## src/rtl/mod12_counter_sequencer_pkg.sv

```systemverilog
// Shared types and constants for the mod-12 counter sequencer.
package mod12_seq_pkg;

    typedef enum logic [1:0] {
        OP_LOAD      = 2'd0,
        OP_STEP_UP   = 2'd1,
        OP_STEP_DOWN = 2'd2,
        OP_READ      = 2'd3
    } op_e;

    typedef enum logic [1:0] {
        ST_IDLE = 2'd0,
        ST_LOAD = 2'd1,
        ST_STEP = 2'd2,
        ST_RESP = 2'd3
    } state_e;

    localparam logic [3:0] MOD_MAX = 4'd11;

    // Wrap count reported to the requester saturates at 3.
    function automatic logic [1:0] sat_inc2(input logic [1:0] v);
        return (v == 2'd3) ? v : v + 2'd1;
    endfunction

endpackage

```

## src/rtl/mod12_counter_sequencer_if.sv

```systemverilog
// Request/response channel between the requesters and the sequencer.
interface mod12_counter_sequencer_if #(
    parameter int NREQ = 2,
    parameter int IDW  = 1
);
    logic [NREQ-1:0]   req_valid;
    logic [NREQ-1:0]   req_ready;
    logic [2*NREQ-1:0] req_op;
    logic [4*NREQ-1:0] req_arg;
    logic              rsp_valid;
    logic              rsp_ready;
    logic [IDW-1:0]    rsp_id;
    logic [3:0]        rsp_value;
    logic [1:0]        rsp_wraps;
    logic              rsp_err;

    modport master (
        output req_valid, req_op, req_arg, rsp_ready,
        input  req_ready, rsp_valid, rsp_id, rsp_value, rsp_wraps, rsp_err
    );

    modport slave (
        input  req_valid, req_op, req_arg, rsp_ready,
        output req_ready, rsp_valid, rsp_id, rsp_value, rsp_wraps, rsp_err
    );
endinterface

```

## src/rtl/mod12_counter_sequencer_rr_arbiter.sv

```systemverilog
// Round-robin arbiter: grants the first valid requester at or after the pointer.
module rr_arbiter #(
    parameter int NREQ = 2,
    parameter int IDW  = 1
) (
    input  logic            clk,
    input  logic            rst,
    input  logic [NREQ-1:0] req_i,
    input  logic            en_i,
    output logic [NREQ-1:0] grant_o,
    output logic [IDW-1:0]  grant_idx_o,
    output logic            accept_o
);
    logic [IDW-1:0] ptr_q, ptr_d;
    logic           found;
    int             k_idx;

    // Search NREQ positions starting at the pointer, wrapping modulo NREQ.
    always_comb begin
        found       = 1'b0;
        grant_idx_o = '0;
        k_idx       = 0;
        for (int i = 0; i < NREQ; i++) begin
            k_idx = int'(ptr_q) + i;
            if (k_idx >= NREQ) k_idx = k_idx - NREQ;
            if (!found && req_i[k_idx]) begin
                found       = 1'b1;
                grant_idx_o = IDW'(k_idx);
            end
        end
        accept_o = en_i && found;
        grant_o  = accept_o ? (NREQ'(1) << grant_idx_o) : '0;
        ptr_d    = ptr_q;
        if (accept_o) begin
            ptr_d = (int'(grant_idx_o) + 1 >= NREQ) ? '0 : grant_idx_o + IDW'(1);
        end
    end

    // Pointer advances past the winner only when a command is actually taken.
    always_ff @(posedge clk) begin
        if (rst) ptr_q <= '0;
        else     ptr_q <= ptr_d;
    end
endmodule

```

## src/rtl/mod12_counter_sequencer.sv

```systemverilog
// Sequencer sharing one external mod-12 up/down counter between NREQ requesters.
//
// state | meaning
// IDLE  | counter held by self-reload; arbiter may accept one command
// LOAD  | drive counter load with the accepted argument for one cycle
// STEP  | let the counter run n cycles in the requested direction
// RESP  | counter held; response presented until rsp_ready
module mod12_counter_sequencer #(
    parameter int NREQ = 2,
    parameter int IDW  = 1
) (
    input  logic                       clk,
    input  logic                       rst,
    mod12_counter_sequencer_if.slave   bus,
    output logic                       cnt_load,
    output logic                       cnt_mode,
    output logic [3:0]                 cnt_datain,
    input  logic [3:0]                 cnt_dataout
);
    import mod12_seq_pkg::*;

    state_e         state_q, state_d;
    op_e            op_q, op_d;
    logic [3:0]     arg_q, arg_d;
    logic [3:0]     steps_q, steps_d;
    logic [1:0]     wraps_q, wraps_d;
    logic           err_q, err_d;
    logic [IDW-1:0] id_q, id_d;

    logic [NREQ-1:0] grant;
    logic [IDW-1:0]  grant_idx;
    logic            accept;
    logic            arb_en;
    op_e             sel_op;
    logic [3:0]      sel_arg;

    assign arb_en = (state_q == ST_IDLE) && !rst;

    rr_arbiter #(.NREQ(NREQ), .IDW(IDW)) u_arb (
        .clk         (clk),
        .rst         (rst),
        .req_i       (bus.req_valid),
        .en_i        (arb_en),
        .grant_o     (grant),
        .grant_idx_o (grant_idx),
        .accept_o    (accept)
    );

    assign bus.req_ready = grant;
    assign sel_op        = op_e'(bus.req_op[int'(grant_idx)*2 +: 2]);
    assign sel_arg       = bus.req_arg[int'(grant_idx)*4 +: 4];

    // Next-state: capture the granted command, run the step timer, track wraps.
    always_comb begin
        state_d = state_q;
        op_d    = op_q;
        arg_d   = arg_q;
        steps_d = steps_q;
        wraps_d = wraps_q;
        err_d   = err_q;
        id_d    = id_q;
        case (state_q)
            ST_IDLE: begin
                if (accept) begin
                    id_d    = grant_idx;
                    op_d    = sel_op;
                    arg_d   = sel_arg;
                    steps_d = sel_arg;
                    wraps_d = 2'd0;
                    err_d   = 1'b0;
                    case (sel_op)
                        OP_LOAD: begin
                            if (sel_arg > MOD_MAX) begin
                                err_d   = 1'b1;
                                state_d = ST_RESP;
                            end else begin
                                state_d = ST_LOAD;
                            end
                        end
                        OP_STEP_UP, OP_STEP_DOWN: begin
                            state_d = (sel_arg == 4'd0) ? ST_RESP : ST_STEP;
                        end
                        default: state_d = ST_RESP;
                    endcase
                end
            end
            ST_LOAD: state_d = ST_RESP;
            ST_STEP: begin
                if ((op_q == OP_STEP_UP && cnt_dataout == MOD_MAX) ||
                    (op_q == OP_STEP_DOWN && cnt_dataout == 4'd0)) begin
                    wraps_d = sat_inc2(wraps_q);
                end
                steps_d = steps_q - 4'd1;
                if (steps_q == 4'd1) state_d = ST_RESP;
            end
            ST_RESP: begin
                if (bus.rsp_ready) state_d = ST_IDLE;
            end
            default: state_d = ST_IDLE;
        endcase
    end

    // Outputs: counter control and response fields, all forced low during reset.
    always_comb begin
        cnt_load      = 1'b0;
        cnt_mode      = 1'b0;
        cnt_datain    = 4'd0;
        bus.rsp_valid = 1'b0;
        bus.rsp_id    = '0;
        bus.rsp_value = 4'd0;
        bus.rsp_wraps = 2'd0;
        bus.rsp_err   = 1'b0;
        if (!rst) begin
            case (state_q)
                ST_LOAD: begin
                    cnt_load   = 1'b1;
                    cnt_datain = arg_q;
                end
                ST_STEP: begin
                    cnt_mode = (op_q == OP_STEP_UP);
                end
                ST_RESP: begin
                    cnt_load      = 1'b1;
                    cnt_datain    = cnt_dataout;
                    bus.rsp_valid = 1'b1;
                    bus.rsp_id    = id_q;
                    bus.rsp_value = cnt_dataout;
                    bus.rsp_wraps = wraps_q;
                    bus.rsp_err   = err_q;
                end
                default: begin
                    cnt_load   = 1'b1;
                    cnt_datain = cnt_dataout;
                end
            endcase
        end
    end

    // State and command registers; reset drops any in-flight command.
    always_ff @(posedge clk) begin
        if (rst) begin
            state_q <= ST_IDLE;
            op_q    <= OP_LOAD;
            arg_q   <= 4'd0;
            steps_q <= 4'd0;
            wraps_q <= 2'd0;
            err_q   <= 1'b0;
            id_q    <= '0;
        end else begin
            state_q <= state_d;
            op_q    <= op_d;
            arg_q   <= arg_d;
            steps_q <= steps_d;
            wraps_q <= wraps_d;
            err_q   <= err_d;
            id_q    <= id_d;
        end
    end
endmodule

```

## src/flat_wrapper.sv

```systemverilog
// flat-port wrapper written by rule: the top's interface ports become plain ports
module mod12_counter_sequencer_flat import mod12_seq_pkg::*;
#(
    parameter int NREQ = 2,
    parameter int IDW  = 1
)
  (clk, rst, cnt_load, cnt_mode, cnt_datain, cnt_dataout, bus_req_valid, bus_req_op, bus_req_arg, bus_rsp_ready, bus_req_ready, bus_rsp_valid, bus_rsp_id, bus_rsp_value, bus_rsp_wraps, bus_rsp_err);
  mod12_counter_sequencer_if #(.NREQ(NREQ), .IDW(IDW)) bus_i ();
  input  logic clk;
  input  logic rst;
  output logic cnt_load;
  output logic cnt_mode;
  output logic [3:0] cnt_datain;
  input  logic [3:0] cnt_dataout;
  input wire logic [$bits(bus_i.req_valid)-1:0] bus_req_valid;
  input wire logic [$bits(bus_i.req_op)-1:0] bus_req_op;
  input wire logic [$bits(bus_i.req_arg)-1:0] bus_req_arg;
  input wire logic [$bits(bus_i.rsp_ready)-1:0] bus_rsp_ready;
  output wire logic [$bits(bus_i.req_ready)-1:0] bus_req_ready;
  output wire logic [$bits(bus_i.rsp_valid)-1:0] bus_rsp_valid;
  output wire logic [$bits(bus_i.rsp_id)-1:0] bus_rsp_id;
  output wire logic [$bits(bus_i.rsp_value)-1:0] bus_rsp_value;
  output wire logic [$bits(bus_i.rsp_wraps)-1:0] bus_rsp_wraps;
  output wire logic [$bits(bus_i.rsp_err)-1:0] bus_rsp_err;
  assign bus_i.req_valid = bus_req_valid;
  assign bus_i.req_op = bus_req_op;
  assign bus_i.req_arg = bus_req_arg;
  assign bus_i.rsp_ready = bus_rsp_ready;
  assign bus_req_ready = bus_i.req_ready;
  assign bus_rsp_valid = bus_i.rsp_valid;
  assign bus_rsp_id = bus_i.rsp_id;
  assign bus_rsp_value = bus_i.rsp_value;
  assign bus_rsp_wraps = bus_i.rsp_wraps;
  assign bus_rsp_err = bus_i.rsp_err;
  mod12_counter_sequencer #(.NREQ(NREQ), .IDW(IDW)) u_core (.clk(clk), .rst(rst), .bus(bus_i), .cnt_load(cnt_load), .cnt_mode(cnt_mode), .cnt_datain(cnt_datain), .cnt_dataout(cnt_dataout));
endmodule
```

## config.mk

```make
export PLATFORM = sky130hd
export DESIGN_NAME = mod12_counter_sequencer_flat
export DESIGN_NICKNAME = d
export VERILOG_FILES = /design/src/rtl/mod12_counter_sequencer_pkg.sv /design/src/rtl/mod12_counter_sequencer_if.sv /design/src/rtl/mod12_counter_sequencer_rr_arbiter.sv /design/src/rtl/mod12_counter_sequencer.sv /design/src/flat_wrapper.sv
export SDC_FILE = /design/constraint.sdc
export NUM_CORES = 1
export LEC_CHECK = 0
export CORE_MARGIN = 3
export CORE_UTILIZATION = 49
export DETAILED_ROUTE_END_ITERATION = 10
export PLACE_DENSITY = 0.88
export SLEW_MARGIN = 10
export SYNTH_ARGS = -nofsm -noshare
export SYNTH_HDL_FRONTEND = slang
export SYNTH_HIERARCHICAL = 1
export SYNTH_SLANG_ARGS = --single-unit
```

## constraint.sdc

```tcl
create_clock -name clk -period 4.1 [get_ports clk]
set_clock_uncertainty 0.15 [all_clocks]
set_input_delay 1.025 -clock clk [delete_from_list [all_inputs] [get_ports clk]]
set_output_delay 1.025 -clock clk [all_outputs]
set_load 0.01 [all_outputs]
```

Yosys cells after proc, flatten, opt, wreduce, memory -nomap -nowiden
Index checks and enable logic that the tools add are counted.
{"block": "op_classes", "n_eq_ne": 15, "n_addsub": 7, "muxes": 45, "order_cmp": 6, "shift": 3, "reduce_logical": 18}
{"operator": "32-bit by 3-bit less-than comparator with 1-bit output (second input constant)", "n": 2}
{"operator": "32-bit two-way mux", "n": 2}
{"operator": "1-bit two-way mux", "n": 24}
{"operator": "2-bit two-way mux", "n": 10}
{"operator": "4-bit two-way mux", "n": 4}
{"operator": "4-bit one-hot mux with 2 select lines", "n": 2}
{"operator": "2-bit == test (second input constant)", "n": 5}
{"operator": "4-bit zero test", "n": 2}
{"operator": "2-bit one-hot mux with 2 select lines", "n": 2}
{"operator": "2-bit one-hot mux with 4 select lines", "n": 1}
{"operator": "8-bit by 4-bit indexed part select with 4-bit output", "n": 1}
{"operator": "2-bit by 1-bit == test with 1-bit output (second input constant)", "n": 3}
{"operator": "2-bit by 1-bit inequality test with 1-bit output (second input constant)", "n": 3}
{"operator": "1-bit logical AND", "n": 5}
{"operator": "1-bit by 1-bit adder with 2-bit output (second input constant)", "n": 2}
{"operator": "4-bit by 1-bit == test with 1-bit output (second input constant)", "n": 1}
{"operator": "4-bit == test (second input constant)", "n": 1}
{"operator": "2-bit greater-or-equal comparator (second input constant)", "n": 2}
{"operator": "4-bit > comparator (second input constant)", "n": 1}
{"operator": "2-bit zero test", "n": 2}
{"operator": "2-bit inequality test (second input constant)", "n": 2}
{"operator": "2-bit AND reduction", "n": 2}
{"operator": "4-bit AND reduction", "n": 1}
{"operator": "4-bit by 3-bit indexed part select with 2-bit output", "n": 1}
{"operator": "12 further kinds", "n": 13}
{"block": "word_totals", "ff_bits": 17}

Depth between registers and ports, before layout
Gate-level depths: netlist (run 1).
{"block": "depth", "ltp_word": 15, "depth_mapped": 9, "depth_no_buf": 9}

By module
Netlist (run 1), hierarchy kept.
{"module": "mod12_counter_sequencer", "seq_area_each_um2": 320.3, "instances": 1, "cells_each": 144, "area_each_um2": 1129.8}
{"module": "rr_arbiter", "seq_area_each_um2": 20.0, "instances": 1, "cells_each": 9, "area_each_um2": 70.1}

Least setup slack after synthesis (run 1)
Ideal clock, no wire load.
{"block": "synth_path", "path_type": "input to output", "startpoint": "in rst", "endpoint": "out bus_req_ready[1]", "stages": 4, "t_arrival_ns": 1.851, "setup_slack_ns": 1.074, "path_cell_list": "clkbuf_1 -> clkbuf_1 -> nor2_1 -> and3_2"}
{"block": "synth_between", "elab_chain_len": 4}
{"item": "start: declaration", "line_no": "flat_wrapper.sv:10", "text": "input logic rst;"}
{"item": "1-bit zero test", "line_no": "mod12_counter_sequencer.sv:37", "text": "assign arb_en = (state_q == ST_IDLE) && !rst;"}
{"item": "1-bit logical AND", "line_no": "mod12_counter_sequencer.sv:37"}
{"item": "named net u_core.arb_en", "line_no": "mod12_counter_sequencer.sv:33", "text": "logic arb_en;"}
{"item": "1-bit logical AND", "line_no": "mod12_counter_sequencer_rr_arbiter.sv:31", "text": "accept_o = en_i && found;"}
{"item": "2-bit two-way mux", "line_no": "mod12_counter_sequencer_rr_arbiter.sv:32", "text": "grant_o = accept_o ? (NREQ'(1) << grant_idx_o) : '0;"}
{"item": "end: declaration", "line_no": "flat_wrapper.sv:19", "text": "output wire logic [$bits(bus_i.req_ready)-1:0] bus_req_ready;"}
The timed path passes the listed nets, and every way through them passes these cells.

Final worst setup path (run 1)
Same ends and word-level chain as after synthesis.

==> results.yml, run 1 <==
floorplan:
  die_area_sq_um: 3080
  fp.dieH_microns: 55.5
  start_util: 0.527
  io_pins: 38
  rows: 17
  dieWidth_microns: 55.5
  core_sq_um: 2280
timing:
  setup_tns_ns: 0
  layout_setup_ws_ns: 0.326
  slew_viol_final: 0
  worst_slew_pin_slew_ns: 0.545
  hold_viol: 0
  fin_crit_ns: 3.77
  rsz0062_at_grt: "no"
  slew_headroom: 0.626
  setup-violations-final: 0
  fmax_ghz: 0.265
  fin_crit_sh: 0.921
setup_path:
  worstPathCellList: "clkdlybuf4s50_1 > nor2_1 > and3_2 > clkdlybuf4s50_1"
  start_kind: "input pin"
  crit_family: "buffers and inverters"
  crit_path_top_delay_cell: "clkdlybuf4s50_1"
  r2r-end: "u_core/state_q[1]$_SDFFE_PP0P_"
  reg2reg_depth: 6
  slowest_delay_ns: 0.53
  crit_fanout: 6
  r2r_setup_slack_ns: 1.61
  worstSetupPathType: "in -> out"
  worst_setup_path_end_kind: "primary output"
  critical_path_required_ns: 2.92
  crit_top_cell: "clkdlybuf4s50_1"
  crit_buf_inv: 2
  crit_arrival_ns: 2.60
  r2r_start: "u_core/u_arb/ptr_q$_SDFFE_PP0P_"
logic_synthesis:
  yosys.area_share.adder: 0.0938
  yosysTopAreaCell: "dfxtp_1"
  synth_nets: 183
  synthFlopType: "dfxtp_1"
  ys_ff_latch: 17
  yosys.cell_types.count: 41
  synthArstFlopShare: 0
  yosys_warnings: 6
  synth_sequential_area_ratio: 0.284
  synth_compound_area_frac: 0.219
  syn_area_sq_um: 1200
  muxShareOfSynthArea: 0.0584
  synth_xor_area_frac: 0
  synth_area_per_cell_sq_um: 7.84
  syn_inst: 153
  synthSimpleGateAreaFrac: 0.294
  synth_top_family_by_area: "simple AND/OR/NAND/NOR gates"
  yosys-top-cells-area: "dfxtp_1 (28%), ha_1 (9.4%), a21oi_1 (6.3%)"
  yosys.area.top_type_share: 0.284
  synth_edf_count: 0
job:
  max_cap_violations: 0
power:
  power_leakage_nw: 0.613
  ir_drop_uv: 392
  p_per_area_nw_per_um2: 466
  finalPower_w: 0.000757
global_routing:
  grt_overflow_total: 0
  first_global_vias: 1251
  antenna_found_initial: 0
  grt_usage: 0.234
  grt_max_degree: 16
  grt_pass1_wl_mm: 5.82
final_layout:
  multiInputGateArea_sq_um: 798
  nets: 220
  final_cells: 217
  drive_above_1_share: 0.0582
  n_antenna_cell: 0
  regArea_sq_um: 340
  syn_to_final_growth_pct: 35.3
  fillers: 189
cts:
  root_buffer: "clkbuf_4"
  cts.path.max_buffers: 2
  cts_sinks: 17
  numCtsBuffers: 3
  cts_resized: 0
  worstSkewPairLatency_ns: 0.31
  cts_hold_buf: 0
  postCtsSetupBuffers: 0
  htreeDepth: 1
  clkSlewWorstSetupHoldPaths_ns: 0.11
  cts_tree: "built"
routing:
  drc: 0
  route.vias.total: 1281
  via_per_inst: 5.90
  wl_per_cell_microns: 16.1
  drt_iter0_markers: 48
  ant_nets: 0
  drt_wl_total_mm: 3.49
  first_pass_iters: 4
hold_path:
  hold_start: "u_core/err_q$_SDFFE_PP0P_"
  hold_path_depth: 2
  holdCritPathClass: "reg -> reg"
  min_to: "u_core/err_q$_SDFFE_PP0P_"
placed_design:
  place_congestion: 0.902
  placed_cells_incl_taps: 213
  dp.final_hpwl_mm: 2.68
  port-buffer-count: 37
  place_ws_ns: 0.371
outcome:
  status: "finished, final reports clean"
==> registers in the layout, summed over array words and instances, names as in the netlist <==
name and count:
u_core/wraps_q 2, u_core/arg_q 4, u_core/steps_q 4, u_core/id_q 1, u_core/err_q 1, u_core/u_arb/ptr_q 1
u_core/op_q 2, u_core/state_q 2
==> how the worst max path moves through the flow <==
stage	startpoint	end	slack [ns]	cells past startpoint
floorplan	rst	bus_req_ready[1]	1.07	4
global placement	rst	cnt_mode	0.39	3
detailed placement	rst	bus_req_ready[1]	0.37	4
CTS	rst	bus_req_ready[1]	0.36	4
global route	rst	bus_req_ready[0]	0.20	5
finish	rst	bus_req_ready[1]	0.33	4
==> kinds of logic after synthesis <==
logic type / after synthesis
buffers and inverters: 16
multiplexers: 7
adder cells (fa/ha/maj): 9
AND/OR/NAND/NOR: 64
AO/OA/AOI/OAI: 40
flip-flops: 17
==> metal layers <==
metal  vias to the layer above  GRT usage  wire [microns]
met3                        11     0.0421             250
met2                        59      0.414            1790
met5                         -          0               0
li1                        617          -               -
met4                         0      0.104              96
met1                       594      0.271            1350
==> per-stage QoR <==
step / area, sq um / utilization / hold WS (ns)
floorplan: 1200 / - / 0.282
global placement: 1600 / 0.701 / 0.290
detailed placement: 1600 / 0.701 / 0.307
CTS: 1620 / 0.714 / 0.323
global route: 1620 / 0.714 / 0.337
finish: 1620 / 0.714 / 0.320
==> cell usage in the layout, fill, tap and decap left out, types with 2 or more instances in the layout <==
cell type and n:
clkdlybuf4s50_1 37, a21oi_1 15, ha_1 9, dfxtp_1 17
mux2i_1 7, nor3_1 2, nor2_1 12, nand3_1 6
and2_1 10, nand2b_1 5, buf_4 3, nor3b_1 3
o21ai_1 3, nand4_1 2, o21ai_0 4, nor2b_1 3
nand2_1 12, clkbuf_4 3, a211oi_1 6, inv_1 8
==> tightest hold or removal path: stages (launching register included) <==
cell,delay (ns)
dfxtp_1,0.33
nand2_1,0.05
a21oi_1,0.05
==> power breakdown <==
group	switching [W]	internal, W
Sequential	0.0000298	0.000203
Combinational	0.000246	0.000182
Clock	0.0000596	0.0000365
Total	0.000335	0.000422
==> cell usage after synthesis, types with 4 or more instances <==
| master | number |
|---|---|
| a211oi_1 | 6 |
| a21oi_1 | 15 |
| and2_1 | 10 |
| clkbuf_1 | 6 |
| dfxtp_1 | 17 |
| ha_1 | 9 |
| inv_1 | 8 |
| mux2i_1 | 7 |
| nand2_1 | 12 |
| nand2b_1 | 5 |
| nand3_1 | 6 |
| nor2_1 | 12 |
| o21ai_0 | 4 |
==> cell type report <==
class / instances / area share
clock buffers: 3 / 0.0139
clock inverters: 1 / 0.00308
inverters: 8 / 0.0185
multi-input cells: 120 / 0.492
flip-flops and latches: 17 / 0.210
well taps: 28 / 0.0216
repair buffers: 40 / 0.242
(Power assumes the default switching activity.)
==> run 2, diff against run 1 <==
--- a/config.mk
+++ b/config.mk
@@ -9,6 +9,7 @@
 export CORE_UTILIZATION = 49
 export DETAILED_ROUTE_END_ITERATION = 10
 export PLACE_DENSITY = 0.88
+export SKIP_LAST_GASP = 1
 export SLEW_MARGIN = 10
 export SYNTH_ARGS = -nofsm -noshare
 export SYNTH_HDL_FRONTEND = slang
==> results of run 2 <==
No change in the layout: final DEF, timing and power equal those of run 1.
==> run 3, diff against run 2 <==
--- a/config.mk
+++ b/config.mk
@@ -6,9 +6,9 @@
 export NUM_CORES = 1
 export LEC_CHECK = 0
 export CORE_MARGIN = 3
-export CORE_UTILIZATION = 49
+export CORE_UTILIZATION = 47
 export DETAILED_ROUTE_END_ITERATION = 10
-export PLACE_DENSITY = 0.88
+export PLACE_DENSITY = 0.85
 export SKIP_LAST_GASP = 1
 export SLEW_MARGIN = 10
 export SYNTH_ARGS = -nofsm -noshare
==> results.yml, run 3 (synthesis gave the netlist of run 1 again) <==
final_layout:
  layout_common_cells: "clkdlybuf4s50_1 (37), dfxtp_1 (17), a21oi_1 (15), nor2_1 (12), nand2_1 (12)"
  fillers: 186
  nets: 219
  top_regs: "u_core/arg_q x4, u_core/steps_q x4"
  regArea_sq_um: 340
  layout_commonest_cell: "clkdlybuf4s50_1"
  final_cells: 216
  syn_to_final_growth_pct: 34.6
  multiInputGateArea_sq_um: 798
  n_antenna_cell: 0
  drive_above_1_share: 0.0479
job:
  max_cap_violations: 0
cts:
  clkSlewWorstSetupHoldPaths_ns: 0.09
  worstSkewPairLatency_ns: 0.29
  htreeDepth: 1
  cts_resized: 0
  cts_tree: "built"
  postCtsSetupBuffers: 0
  cts.path.max_buffers: 2
  cts_sinks: 17
  root_buffer: "clkbuf_4"
  numCtsBuffers: 3
  cts_hold_buf: 0
timing:
  fmax_ghz: 0.268
  hold_viol: 0
  rsz0062_at_grt: "no"
  setup-violations-final: 0
  setup_tns_ns: 0
  fin_crit_sh: 0.910
  slew_headroom: 0.640
  worst_slew_pin_slew_ns: 0.525
  fin_crit_ns: 3.73
  slew_viol_final: 0
routing:
  drt_wl_total_mm: 3.11
  via_per_inst: 5.75
  ant_nets: 0
  first_pass_iters: 4
  route.vias.total: 1243
  wl_per_cell_microns: 14.4
  drc: 0
  drt_iter0_markers: 29
floorplan:
  start_util: 0.518
  dieWidth_microns: 56.5
  io_pins: 38
  die_area_sq_um: 3200
  fp.dieH_microns: 56.5
  rows: 17
  core_sq_um: 2320
global_routing:
  grt_usage: 0.204
  grt_pass1_wl_mm: 5.26
  grt_max_degree: 23
  first_global_vias: 1137
  grt_overflow_total: 0
  antenna_found_initial: 0
setup_path:
  crit_fanout: 5
  crit_arrival_ns: 2.55
  critical_path_required_ns: 2.92
  start_kind: "input pin"
  worst_setup_path_end_kind: "primary output"
  worstSetupPathType: "in -> out"
outcome:
  status: "finished, final reports clean"
placed_design:
  place_congestion: 0.801
  dp.final_hpwl_mm: 2.50
  placed_cells_incl_taps: 212
  port-buffer-count: 37
power:
  power_leakage_nw: 0.606
  p_per_area_nw_per_um2: 456
  ir_drop_uv: 402
hold_path:
  holdCritPathClass: "reg -> reg"
-- run 3: changes by cell type in the layout (fill, tap and decap cells not counted) --
| cell | delta |
|---|---|
| buf_4 | -1 |
| clkbuf_1 | +1 |
| clkinv_2 | -1 |
-- run 3: path summary, 6_finish.rpt --
kind | from | end | slack, ns | cells after the start
hold / removal | u_core/err_q$_SDFFE_PP0P_ | u_core/err_q$_SDFFE_PP0P_ | 0.32 | 2
setup reg to reg | u_core/state_q[0]$_SDFFE_PP0P_ | u_core/state_q[0]$_SDFFE_PP0P_ | 1.66 | 9
setup / recovery | rst | bus_req_ready[0] | 0.37 | 5
hold reg to reg | u_core/err_q$_SDFFE_PP0P_ | u_core/err_q$_SDFFE_PP0P_ | 0.32 | 2
-- run 3: final cells by class --
cell class,instances,share of cell area
repair buffers,39,0.239
inverters,8,0.0186
clock buffers,4,0.0163
multi-input cells,120,0.494
well taps,28,0.0217
flip-flops and latches,17,0.211
-- run 3: where the power goes --
part	switching (W)	internal, W	leakage, nW
Combinational	0.000235	0.000181	0.452
Sequential	0.0000292	0.000203	0.139
Clock	0.0000509	0.0000379	0.0150
-- run 3: worst max-delay path, stage by stage --
cell             delay, ns
clkdlybuf4s50_1       0.49
nor2_1                0.28
nand2_1               0.09
a21oi_1               0.12
clkdlybuf4s50_1       0.55
-- run 3: stage by stage --
stage / hold slack, ns / power, W / area (sq um) / util / worst slack (ns)
2_1_floorplan: 0.282 / 0.000519 / 1200 / - / 1.07
3_3_place_gp: 0.289 / 0.000626 / 1590 / 0.685 / 0.426
3_5_place_dp: 0.302 / 0.000648 / 1590 / 0.685 / 0.370
4_1_cts: 0.314 / 0.000736 / 1620 / 0.697 / 0.370
5_1_grt: 0.343 / 0.000793 / 1620 / 0.697 / 0.246
6_report: 0.319 / 0.000737 / 1620 / 0.697 / 0.371
-- run 3: per-layer routing --
layer,global-route usage,up-vias,part of all wire
li1,-,621,-
met1,0.275,576,0.43
met2,0.323,44,0.49
met3,0.0598,2,0.079
met4,0.0373,0,0.0029
met5,0,-,0
